==> src/rtl/ddr_out_serializer.sv <==
// ddr_out_serializer: word-to-DDR-pair serializer with lead/trail framing, CE and registered tristate control
module ddr_out_serializer #(
    parameter int   WIDTH      = 8,
    parameter int   LEAD       = 1,
    parameter int   TRAIL      = 1,
    parameter logic IDLE_LEVEL = 1'b0
) (
    input  logic             C,
    input  logic             R,
    input  logic [WIDTH-1:0] in_data,
    input  logic             in_valid,
    output logic             in_ready,
    output logic             D0,
    output logic             D1,
    output logic             CE,
    output logic             T,
    output logic             busy
);
    localparam logic [15:0] NP        = 16'(WIDTH / 2);
    localparam logic [15:0] LEAD_END  = 16'(LEAD > 0 ? LEAD - 1 : 0);
    localparam logic [15:0] TRAIL_END = 16'(TRAIL > 0 ? TRAIL - 1 : 0);

    typedef enum logic [1:0] {S_IDLE, S_LEAD, S_SHIFT, S_TRAIL} state_t;

    state_t           r_state, w_state_nxt;
    logic [15:0]      r_cnt, w_cnt_nxt;
    logic [WIDTH-1:0] r_hold, r_sh;
    logic             r_full, r_t;
    logic             w_load, w_acc, w_pair;

    // In SHIFT, count 0 is the cycle in which the freshly loaded word is primed; counts 1..WIDTH/2 put pairs out.
    assign in_ready = ~r_full & ~R;
    assign w_acc    = in_valid & in_ready;
    assign w_pair   = (r_state == S_SHIFT) && (r_cnt != 16'd0);
    assign D0       = w_pair ? r_sh[WIDTH-1] : IDLE_LEVEL;
    assign D1       = w_pair ? r_sh[WIDTH-2] : IDLE_LEVEL;
    assign CE       = r_state != S_IDLE;
    assign T        = r_t;
    assign busy     = CE | r_full;

    // Next state, phase counter and shifter-load decision.
    always_comb begin
        w_state_nxt = r_state;
        w_cnt_nxt   = r_cnt + 16'd1;
        w_load      = 1'b0;
        case (r_state)
            S_IDLE: begin
                w_cnt_nxt = 16'd0;
                if (r_full) begin
                    w_state_nxt = (LEAD == 0) ? S_SHIFT : S_LEAD;
                    w_load      = LEAD == 0;
                end
            end
            S_LEAD: begin
                if (r_cnt == LEAD_END) begin
                    w_state_nxt = S_SHIFT;
                    w_load      = 1'b1;
                    w_cnt_nxt   = 16'd0;
                end
            end
            S_SHIFT: begin
                if (r_cnt == NP) begin
                    w_load      = r_full;
                    w_cnt_nxt   = r_full ? 16'd1 : 16'd0;
                    w_state_nxt = r_full ? S_SHIFT : (TRAIL == 0) ? S_IDLE : S_TRAIL;
                end
            end
            S_TRAIL: begin
                // A word arriving on the trail's closing edge keeps the trail alive so it can start without a lead.
                if (r_full) begin
                    w_state_nxt = S_SHIFT;
                    w_load      = 1'b1;
                    w_cnt_nxt   = 16'd0;
                end else if (w_acc) begin
                    w_cnt_nxt = r_cnt;
                end else if (r_cnt == TRAIL_END) begin
                    w_state_nxt = S_IDLE;
                    w_cnt_nxt   = 16'd0;
                end
            end
            default: w_state_nxt = S_IDLE;
        endcase
    end

    // State and phase counter registers.
    always_ff @(posedge C) begin
        if (R) begin
            r_state <= S_IDLE;
            r_cnt   <= 16'd0;
        end else begin
            r_state <= w_state_nxt;
            r_cnt   <= w_cnt_nxt;
        end
    end

    // Holding register: filled by the handshake, emptied when the shifter takes it.
    always_ff @(posedge C) begin
        if (R || w_load) begin
            r_full <= 1'b0;
        end else if (w_acc) begin
            r_full <= 1'b1;
            r_hold <= in_data;
        end
    end

    // Shift register, MSB pair first.
    always_ff @(posedge C) begin
        if (w_load) begin
            r_sh <= r_hold;
        end else if (w_pair) begin
            r_sh <= r_sh << 2;
        end
    end

    // Tristate control lags the state by one edge to line up with the DDR cell's own register.
    always_ff @(posedge C) begin
        r_t <= R | (r_state == S_IDLE);
    end
endmodule

==> config.mk <==
export PLATFORM = sky130hd
export DESIGN_NAME = ddr_out_serializer
export DESIGN_NICKNAME = d
export VERILOG_FILES = /design/src/rtl/ddr_out_serializer.sv
export SDC_FILE = /design/constraint.sdc
export NUM_CORES = 1
export LEC_CHECK = 0
export BUFFER_PORTS_ARGS = -buffer_cell sky130_fd_sc_hd__clkbuf_2
export CELL_PAD_IN_SITES_DETAIL_PLACEMENT = 2
export CELL_PAD_IN_SITES_GLOBAL_PLACEMENT = 2
export CORE_MARGIN = 2
export CORE_UTILIZATION = 37
export CTS_CLUSTER_SIZE = 24
export DETAILED_ROUTE_END_ITERATION = 10
export PLACE_DENSITY = 0.78
export SYNTH_ARGS = -nofsm -noshare
export SYNTH_HDL_FRONTEND = slang
export SYNTH_SLANG_ARGS = --single-unit
==> constraint.sdc <==
create_clock -name C -period 2.9 [get_ports C]
set_clock_uncertainty 0.1 [all_clocks]
set_input_delay 0.435 -clock C [delete_from_list [all_inputs] [get_ports C]]
set_output_delay 0.435 -clock C [all_outputs]
set_load 0.03 [all_outputs]
### Yosys cells after proc, flatten, opt, wreduce, memory -nomap -nowiden

Cells that the tools add are included.

| operators by class | value |
|---|---|
| $add $sub $neg | 1 |
| equal/unequal tests | 9 |
| muxes and demuxes | 22 |
| bitwise gates (word level) | 7 |
| reductions and logical operators | 9 |

Operators by type and width:

| operator | number |
|---|---|
| two-way mux 16 bit | 4 |
| one-hot mux 16 bit (4 select lines) | 1 |
| adder 16 x 1 -> 16 bit (second input constant) | 1 |
| equality test 16 x 3 -> 1 bit (second input constant) | 1 |
| logical NOT 16 bit | 1 |
| two-way mux 8 bit | 2 |
| nonzero test 16 bit | 1 |
| two-way mux 2 bit | 6 |
| one-hot mux 2 bit (4 select lines) | 1 |
| two-way mux 1 bit | 7 |
| != test 3 bit (second input constant) | 2 |
| AND reduction 5 bit | 1 |
| equality test 2 bit (second input constant) | 2 |
| != test 2 bit (second input constant) | 2 |
| one-hot mux 1 bit (4 select lines) | 1 |
| nonzero test 2 bit | 2 |
| inverter 1 bit | 3 |
| bitwise AND 1 bit | 2 |
| equality test 2 x 1 -> 1 bit (second input constant) | 1 |
| logical NOT 2 bit | 1 |
| != test 2 x 1 -> 1 bit (second input constant) | 1 |
| OR 1 bit | 2 |
| AND reduction 2 bit | 1 |
| logical AND 1 bit | 1 |
| logical OR 1 bit | 1 |

| storage, ports and cells | value |
|---|---|
| bits in registers | 36 |
| bits of input ports | 11 |
| output and inout port bits | 6 |
| logic and storage cells | 54 |

### Longest topological paths before layout

Gate-level depths: netlist (run 1).

| depth | value |
|---|---|
| depth after elaboration | 6 |
| depth in mapped cells | 8 |
| depth with buffers taken out | 7 |

### Least setup slack after synthesis (run 1)

No wires, ideal clock.

| timing path | value |
|---|---|
| path type | register -> register |
| start | register r_cnt[0] |
| end | register r_sh[2], data pin |
| setup time | 0.260 ns |
| arrival | 1.870 ns |
| required time | 2.540 ns |
| path slack | 0.670 ns |
| stages on the path, launching flop included | 8 |
| path buffers | 0 |
| period minus slack after synthesis | 2.230 ns |
| cells stage by stage | dfxtp_1 > inv_1 > ha_1 > nor4b_1 > nand4_1 > nor2_2 > o2bb2ai_2 > mux2_2 |

| on the way | value |
|---|---|
| word-level cells in the longest chain between the ends | 4 |
| elaborated cells between the ends (all ways) | 6 |
| classes of those cells | eq/ne: 1; mux: 4; reduce/logical: 1 |

Ends and longest elaborated chain:

| element | RTL line | source |
|---|---|---|
| start: declaration | 26 | `logic [15:0] r_cnt, w_cnt_nxt;` |
| start signal: assignment | 92 | `r_cnt <= w_cnt_nxt;` |
| equality test 16 x 3 -> 1 bit or logical NOT 16 bit (tied branches) | 62, 55 |  |
| two-way mux 1 bit (on tied branches) | 62, 55 |  |
| one-hot mux 1 bit (4 select lines) (*) | 46 | `case (r_state)` |
| two-way mux 8 bit (*) | 108 | `if (w_load) begin` |
| end signal: assignment | 109 | `r_sh <= r_hold;` |
| end signal: assignment | 111 | `r_sh <= r_sh << 2;` |
| end: declaration | 27 | `logic [WIDTH-1:0] r_hold, r_sh;` |

Every way passes the cells marked *; elsewhere a longest branch is shown, timed or not.
A chain may end at the register's enable or synchronous reset.

### Worst setup path after layout (run 1)

| timing path | value |
|---|---|
| start | register r_cnt[0] |
| end | output port D0 |

| on the way | value |
|---|---|
| word-level cells in the longest chain between the ends | 3 |

Ends and longest elaborated chain:

| element | RTL line | source |
|---|---|---|
| nonzero test 16 bit | 34 | `assign w_pair = (r_state == S_SHIFT) && (r_cnt != 16'd0);` |
| logical AND 1 bit | 34 |  |
| two-way mux 1 bit | 35 | `assign D0 = w_pair ? r_sh[WIDTH-1] : IDLE_LEVEL;` |
| end: declaration | 13 | `output logic D0,` |

Every way passes these cells.

==> impl_summary.log, run 1 <==
INFO  metric status = complete, no violations
INFO  metric areaGrowthSynthToFinish = 13.2%
INFO  metric count_of_flip_flops_with_a_built_in_enable_after_synthesis = 16
INFO  metric post_synth.cell_area_avg = 9.78 um^2
INFO  metric post_synth_inst_count = 186
INFO  metric yosysTopAreaCellShare = 26.4%
INFO  metric insertion_delay = 0.29 ns
INFO  metric grt_remaining_overflow = 0
INFO  metric finalSetupViolCount = 0
INFO  metric postSynth.topFlopCell = sky130_fd_sc_hd__dfxtp_1
INFO  metric worstMarginPinSlew = 0.616 ns
INFO  metric post_synth_instance_area = 1820 um^2
INFO  metric post_synth_most_frequent_cells = 21 x sky130_fd_sc_hd__nand2_1, 20 x sky130_fd_sc_hd__dfxtp_1, 16 x sky130_fd_sc_hd__edfxtp_1
INFO  metric grt_setup_unrepaired = false
INFO  metric global_route_wire_length_before_repair = 8.74 mm
INFO  metric worst_ep_arrival_time = 2.15 ns
INFO  metric route.detailed.vias_per_inst = 5.93
INFO  metric slew_viol_final = 0
INFO  metric yosysWarnings = 0
INFO  metric grt_start_max_net_pins = 24
INFO  metric antenna_violations_before_repair = 0
INFO  metric count_of_port_buffers_added_during_placement = 16
INFO  metric tritoncts_buffer_count = 5
INFO  metric power.static_leakage = 0.702 nW
INFO  metric grt.total_usage = 21.5%
INFO  metric synth_top_area_cell = sky130_fd_sc_hd__edfxtp_1
INFO  metric post_cts_resize_count = 0
INFO  metric drt.antenna.violating_nets = 0
INFO  metric cts.sinks = 36
INFO  metric synth.ff_latch_count = 36
INFO  metric timing.final.hold_violations = 0
INFO  metric totalWireLength = 5.32 mm
INFO  metric chipWidth = 74.1 um
INFO  metric post-route-min-period = 2.69 ns
INFO  metric critical_path_required = 2.37 ns
INFO  metric num_rows = 25
INFO  metric hold_path_class = in -> reg
INFO  metric final_core_util = 43.6%
INFO  metric io_pins = 17
INFO  metric clock_tree.htree_level_count = 2
INFO  metric fraction_of_registers_with_async_set_or_reset_after_synthesis = 0%
INFO  metric total_die_area = 5490 um^2
INFO  metric timing.critical_path.fanout_max = 4
INFO  metric period_share = 92.6%
INFO  metric yosys.cell_types.count = 47
INFO  metric depth_of_the_worst_register_to_register_path = 7
INFO  metric cts.repair_timing.setup_buffer_count = 0
INFO  metric vias_in_the_first_global_route = 1717
INFO  metric fmaxAchievable = 0.372 GHz
INFO  metric critPathKind = reg -> out
INFO  metric timing.reg2reg.setup_slack = 0.34 ns
INFO  metric crit_path_end = D0
INFO  metric drv.max_cap_violation_count = 0
INFO  metric root_buffer = sky130_fd_sc_hd__clkbuf_8
INFO  metric initial_utilization = 38.5%
INFO  metric clk_transition_reported_paths = 0.07 ns
INFO  metric cts_max_path_buffers = 2
INFO  metric drt_iter0_drc = 130
INFO  metric routed-via-count = 1606
INFO  metric post-synth-top-count-cell = sky130_fd_sc_hd__nand2_1
INFO  metric fp.coreArea = 4720 um^2
INFO  metric endpoint_kind = output pin
INFO  metric power-per-cell-area = 792 nW/um^2
INFO  metric slew_headroom = 58.8%
INFO  metric quantity_of_hold_fixing_buffers_added_after_cts = 0
INFO  metric tns = 0 ns
INFO  metric mappedNetlistNets = 199
INFO  metric drtPass1Iterations = 4
INFO  metric worstReg2RegStart = r_cnt[0]
INFO  metric drc = 0
INFO  metric synth_sequential_area_ratio = 48.4%
INFO  metric final_layout_size_suffix_gt1_share = 21.1%
INFO  metric hpwl = 3.77 mm
INFO  metric finish.net_count = 216
INFO  metric max-vdd-ir-drop = 0.000293 V
INFO  metric synth_top_cells_by_area = sky130_fd_sc_hd__edfxtp_1 26%, sky130_fd_sc_hd__dfxtp_1 22%, sky130_fd_sc_hd__nand2_1 4.3%, sky130_fd_sc_hd__nand3_1 3.9%, sky130_fd_sc_hd__mux2_2 3.7%
INFO  metric cp-startpoint = r_cnt[0]
INFO  metric globalplace.congestion = 0.730
INFO  metric die_height = 74.1 um
INFO  metric routedWlPerCell = 19.6 um
INFO  metric antenna_diode_count = 0
INFO  metric reg2reg_to = r_hold[4]
INFO  metric tritoncts = done
INFO  metric timing.critical_path.from_type = flip-flop
-- power breakdown --
group / switching, mW / internal [mW]
combinational: 0.309 / 0.169
sequential: 0.0665 / 0.643
clock: 0.188 / 0.255
-- per-layer routing --
layer / part of all wire, % / global-route usage [%]
met4: 1.6 / 7.47
met5: 0 / 0
met3: 3.1 / 5.01
met2: 51 / 37.0
met1: 44 / 26.3
-- area by class of cell --
cell class	instances	area, um^2
clock inverter	2	35.0
inverter	4	15.0
fill	508	2660
multi-input combinational	138	877
timing repair buffer	18	95.1
tap	67	83.8
clock buffer	6	72.6
sequential	36	881
-- flip-flops by register name, indices dropped and copies added, names as in the netlist --
signal,cells
r_hold,8
r_cnt,16
r_sh,8
r_full,1
r_state,2
T,1
-- logic make-up after synthesis --
kind of cell / after synthesis / share of synthesized area (%)
and+or+nand+nor: 93 / 27.9
muxes: 7 / 4.26
buffers and inverters: 12 / 3.37
DFF: 36 / 48.4
AOI/OAI and AO/OA: 36 / 14.7
adders and majority gates: 2 / 1.38
-- how the worst min path moves through the flow --
stage	startpoint	endpoint	slack (ns)	depth (start not counted)
final	in_data[6]	r_hold[6]	0.22	1
after global routing	in_data[2]	r_hold[2]	0.20	1
after CTS	in_data[6]	r_hold[6]	0.21	1
after detailed placement	r_cnt[15]	r_cnt[15]	0.42	1
after global placement	r_cnt[15]	r_cnt[15]	0.38	1
after floorplan	r_cnt[15]	r_cnt[15]	0.36	1
-- metrics by stage --
stage,hold slack [ns],power (mW),setup slack (ns),cells,cell area (um^2)
finish,0.220,1.63,0.213,271,2060
global route,0.204,1.71,0.0453,271,2060
CTS,0.210,1.63,0.181,271,2060
detailed placement,0.417,1.19,0.381,263,1950
global placement,0.383,1.15,0.553,263,1950
floorplan,0.358,1.05,0.670,186,1820
-- worst max-delay path: stages (launching register included) --
cell and delay (ns):
sky130_fd_sc_hd__dfxtp_1 0.35, sky130_fd_sc_hd__inv_1 0.11, sky130_fd_sc_hd__ha_1 0.15, sky130_fd_sc_hd__nor4b_1 0.31, sky130_fd_sc_hd__nand4_1 0.21, sky130_fd_sc_hd__nor2_2 0.26
sky130_fd_sc_hd__nor2_1 0.13, sky130_fd_sc_hd__and2_1 0.18, sky130_fd_sc_hd__clkbuf_2 0.18
-- layout by cell type, fill, tap and decap left out, types with 4 or more instances in the layout --
cell / instances
sky130_fd_sc_hd__and2_1: 6
sky130_fd_sc_hd__dfxtp_1: 20
sky130_fd_sc_hd__mux2_2: 6
sky130_fd_sc_hd__edfxtp_1: 16
sky130_fd_sc_hd__a21oi_1: 7
sky130_fd_sc_hd__nor2_1: 13
sky130_fd_sc_hd__clkbuf_8: 5
sky130_fd_sc_hd__nand3_1: 14
sky130_fd_sc_hd__nor3_1: 5
sky130_fd_sc_hd__or3_1: 4
sky130_fd_sc_hd__nand2_1: 21
sky130_fd_sc_hd__nor4_1: 4
sky130_fd_sc_hd__o211ai_1: 4
sky130_fd_sc_hd__a31oi_1: 5
sky130_fd_sc_hd__nand4_1: 4
sky130_fd_sc_hd__clkbuf_2: 16
sky130_fd_sc_hd__o21ai_0: 6
sky130_fd_sc_hd__or4_1: 5
sky130_fd_sc_hd__inv_1: 4
Note: power is estimated with default switching activity, not from simulation.
==> run 2: changes to the inputs <==
--- a/config.mk
+++ b/config.mk
@@ -13,6 +13,7 @@
 export CTS_CLUSTER_SIZE = 24
 export DETAILED_ROUTE_END_ITERATION = 10
 export PLACE_DENSITY = 0.78
+export RECOVER_POWER = 100
 export SYNTH_ARGS = -nofsm -noshare
 export SYNTH_HDL_FRONTEND = slang
 export SYNTH_SLANG_ARGS = --single-unit
==> impl_summary.log, run 2 (synthesized netlist as in run 1, its figures left out) <==
INFO  metric worst_hold_path.num_cells = 1
INFO  metric quantity_of_hold_fixing_buffers_added_after_cts = 0
INFO  metric areaGrowthSynthToFinish = 12.0%
INFO  metric min_from = in_data[7]
INFO  metric drtPass1Iterations = 4
INFO  metric worstReg2RegStart = r_cnt[0]
INFO  metric reg2reg_to = r_hold[4]
INFO  metric status = complete, no violations
INFO  metric root_buffer = sky130_fd_sc_hd__clkbuf_8
INFO  metric post_cts_resize_count = 0
INFO  metric cts_max_path_buffers = 2
INFO  metric grt_start_max_net_pins = 24
INFO  metric timing.critical_path.from_type = flip-flop
INFO  metric drt.antenna.violating_nets = 0
INFO  metric largest_registers = r_cnt: 16 flops, r_hold: 8 flops, r_sh: 8 flops
INFO  metric drt_iter0_drc = 128
INFO  metric critical_path_required = 2.37 ns
INFO  metric num_rows = 25
INFO  metric grt.total_usage = 21.5%
INFO  metric total_die_area = 5490 um^2
INFO  metric cts.repair_timing.setup_buffer_count = 0
INFO  metric largest-register = r_cnt
INFO  metric tritoncts_buffer_count = 5
INFO  metric hpwl = 3.77 mm
INFO  metric final_layout_size_suffix_gt1_share = 17.2%
INFO  metric timing.final.hold_violations = 0
INFO  metric fp.coreArea = 4720 um^2
INFO  metric timing.reg2reg.setup_slack = 0.33 ns
INFO  metric slew_viol_final = 0
INFO  metric slew_headroom = 48.5%
INFO  metric worst_ep_arrival_time = 2.14 ns
INFO  metric die_height = 74.1 um
INFO  metric insertion_delay = 0.29 ns
INFO  metric grt_setup_unrepaired = false
INFO  metric routed-via-count = 1592
INFO  metric drv.max_cap_violation_count = 0
INFO  metric seqCellArea = 881 um^2
INFO  metric drc = 0
INFO  metric vias_in_the_first_global_route = 1717
INFO  metric endpoint_kind = output pin
INFO  metric worstMarginPinSlew = 0.773 ns
INFO  metric hold_path_class = in -> reg
INFO  metric finalSetupViolCount = 0
INFO  metric tns = 0 ns
INFO  metric chipWidth = 74.1 um
INFO  metric count_of_port_buffers_added_during_placement = 16
INFO  metric route.detailed.vias_per_inst = 5.87
INFO  metric antenna_diode_count = 0
INFO  metric routedWlPerCell = 19.5 um
INFO  metric global_route_wire_length_before_repair = 8.74 mm
INFO  metric totalWireLength = 5.28 mm
INFO  metric antenna_violations_before_repair = 0
INFO  metric critPathKind = reg -> out
INFO  metric power-per-cell-area = 788 nW/um^2
INFO  metric most_common_library_cell_in_the_layout_ignoring_fill_and_taps = sky130_fd_sc_hd__nand2_1
INFO  metric finish.net_count = 216
INFO  metric depth_of_the_worst_register_to_register_path = 7
INFO  metric whs_endpoint = r_hold[7]
INFO  metric combined_area_of_the_multi_input_logic_cells = 866 um^2
INFO  metric clock_tree.htree_level_count = 2
INFO  metric cts.sinks = 36
INFO  metric final_core_util = 43.2%
INFO  metric initial_utilization = 38.5%
INFO  metric globalplace.congestion = 0.730
INFO  metric fmaxAchievable = 0.374 GHz
INFO  metric clk_transition_reported_paths = 0.08 ns
INFO  metric max-vdd-ir-drop = 0.000291 V
INFO  metric most_frequent_cells_in_the_layout = 21 x sky130_fd_sc_hd__nand2_1, 20 x sky130_fd_sc_hd__dfxtp_1, 16 x sky130_fd_sc_hd__edfxtp_1
INFO  metric post-route-min-period = 2.68 ns
INFO  metric power.static_leakage = 0.679 nW
INFO  metric period_share = 92.3%
INFO  metric io_pins = 17
INFO  metric tritoncts = done
INFO  metric fillers = 514
INFO  metric flip_flop_count_of_the_largest_register_all_copies_and_words_added = 16
INFO  metric timing.critical_path.fanout_max = 4
INFO  metric grt_remaining_overflow = 0
## run 2: cell types whose count changed in the layout (fill, tap and decap cells not counted), sizes merged
cell and change:
buf -1, clkbuf +1
## run 2: worst max-delay path, stage by stage, from the launching register on
cell and delay [ns]:
sky130_fd_sc_hd__dfxtp_1 0.35, sky130_fd_sc_hd__inv_1 0.11, sky130_fd_sc_hd__ha_1 0.15, sky130_fd_sc_hd__nor4b_1 0.31, sky130_fd_sc_hd__nand4_1 0.21, sky130_fd_sc_hd__nor2_2 0.25, sky130_fd_sc_hd__nor2_1 0.12, sky130_fd_sc_hd__and2_0 0.17
sky130_fd_sc_hd__clkbuf_2 0.18
## run 2: metal layers
metal  wire [um]  vias to the layer above  track usage, %
li1            -                      733               -
met3         229                        9            5.01
met1        2290                      819            26.3
met4          77                        0            7.47
met5           0                        -               0
met2        2680                       31            37.0
## run 2: layout make-up
type,count,share of cell area (%)
flip-flops and latches,36,43.2
multi-input cells,138,42.5
clock inverters,2,1.72
clock buffers,6,3.56
well taps,67,4.11
repair buffers,18,4.17
inverters,4,0.737
## run 2: how the worst max path moves through the flow
| stage | from | endpoint | slack, ns | cells past startpoint |
|---|---|---|---|---|
| 3_3_place_gp | r_cnt[0] | r_sh[6] | 0.55 | 7 |
| 2_1_floorplan | r_cnt[0] | r_sh[2] | 0.67 | 7 |
| 3_5_place_dp | r_cnt[0] | r_hold[1] | 0.38 | 7 |
| 5_1_grt | r_cnt[0] | D0 | 0.04 | 8 |
| 6_report | r_cnt[0] | D0 | 0.22 | 8 |
| 4_1_cts | r_cnt[0] | D0 | 0.18 | 8 |
## run 2: where the power goes
group | internal [mW] | switching, mW
clock | 0.255 | 0.187
combinational | 0.154 | 0.301
sequential | 0.643 | 0.0650
total | 1.05 | 0.553
## run 2: through the flow
step	power (mW)	area, um^2	worst slack, ns	std cells	hold WS [ns]
finish	1.61	2040	0.223	271	0.221
detailed placement	1.19	1950	0.381	263	0.417
floorplan	1.05	1820	0.670	186	0.358
CTS	1.63	2060	0.181	271	0.210
global route	1.69	2040	0.0366	271	0.204
global placement	1.15	1950	0.553	263	0.383
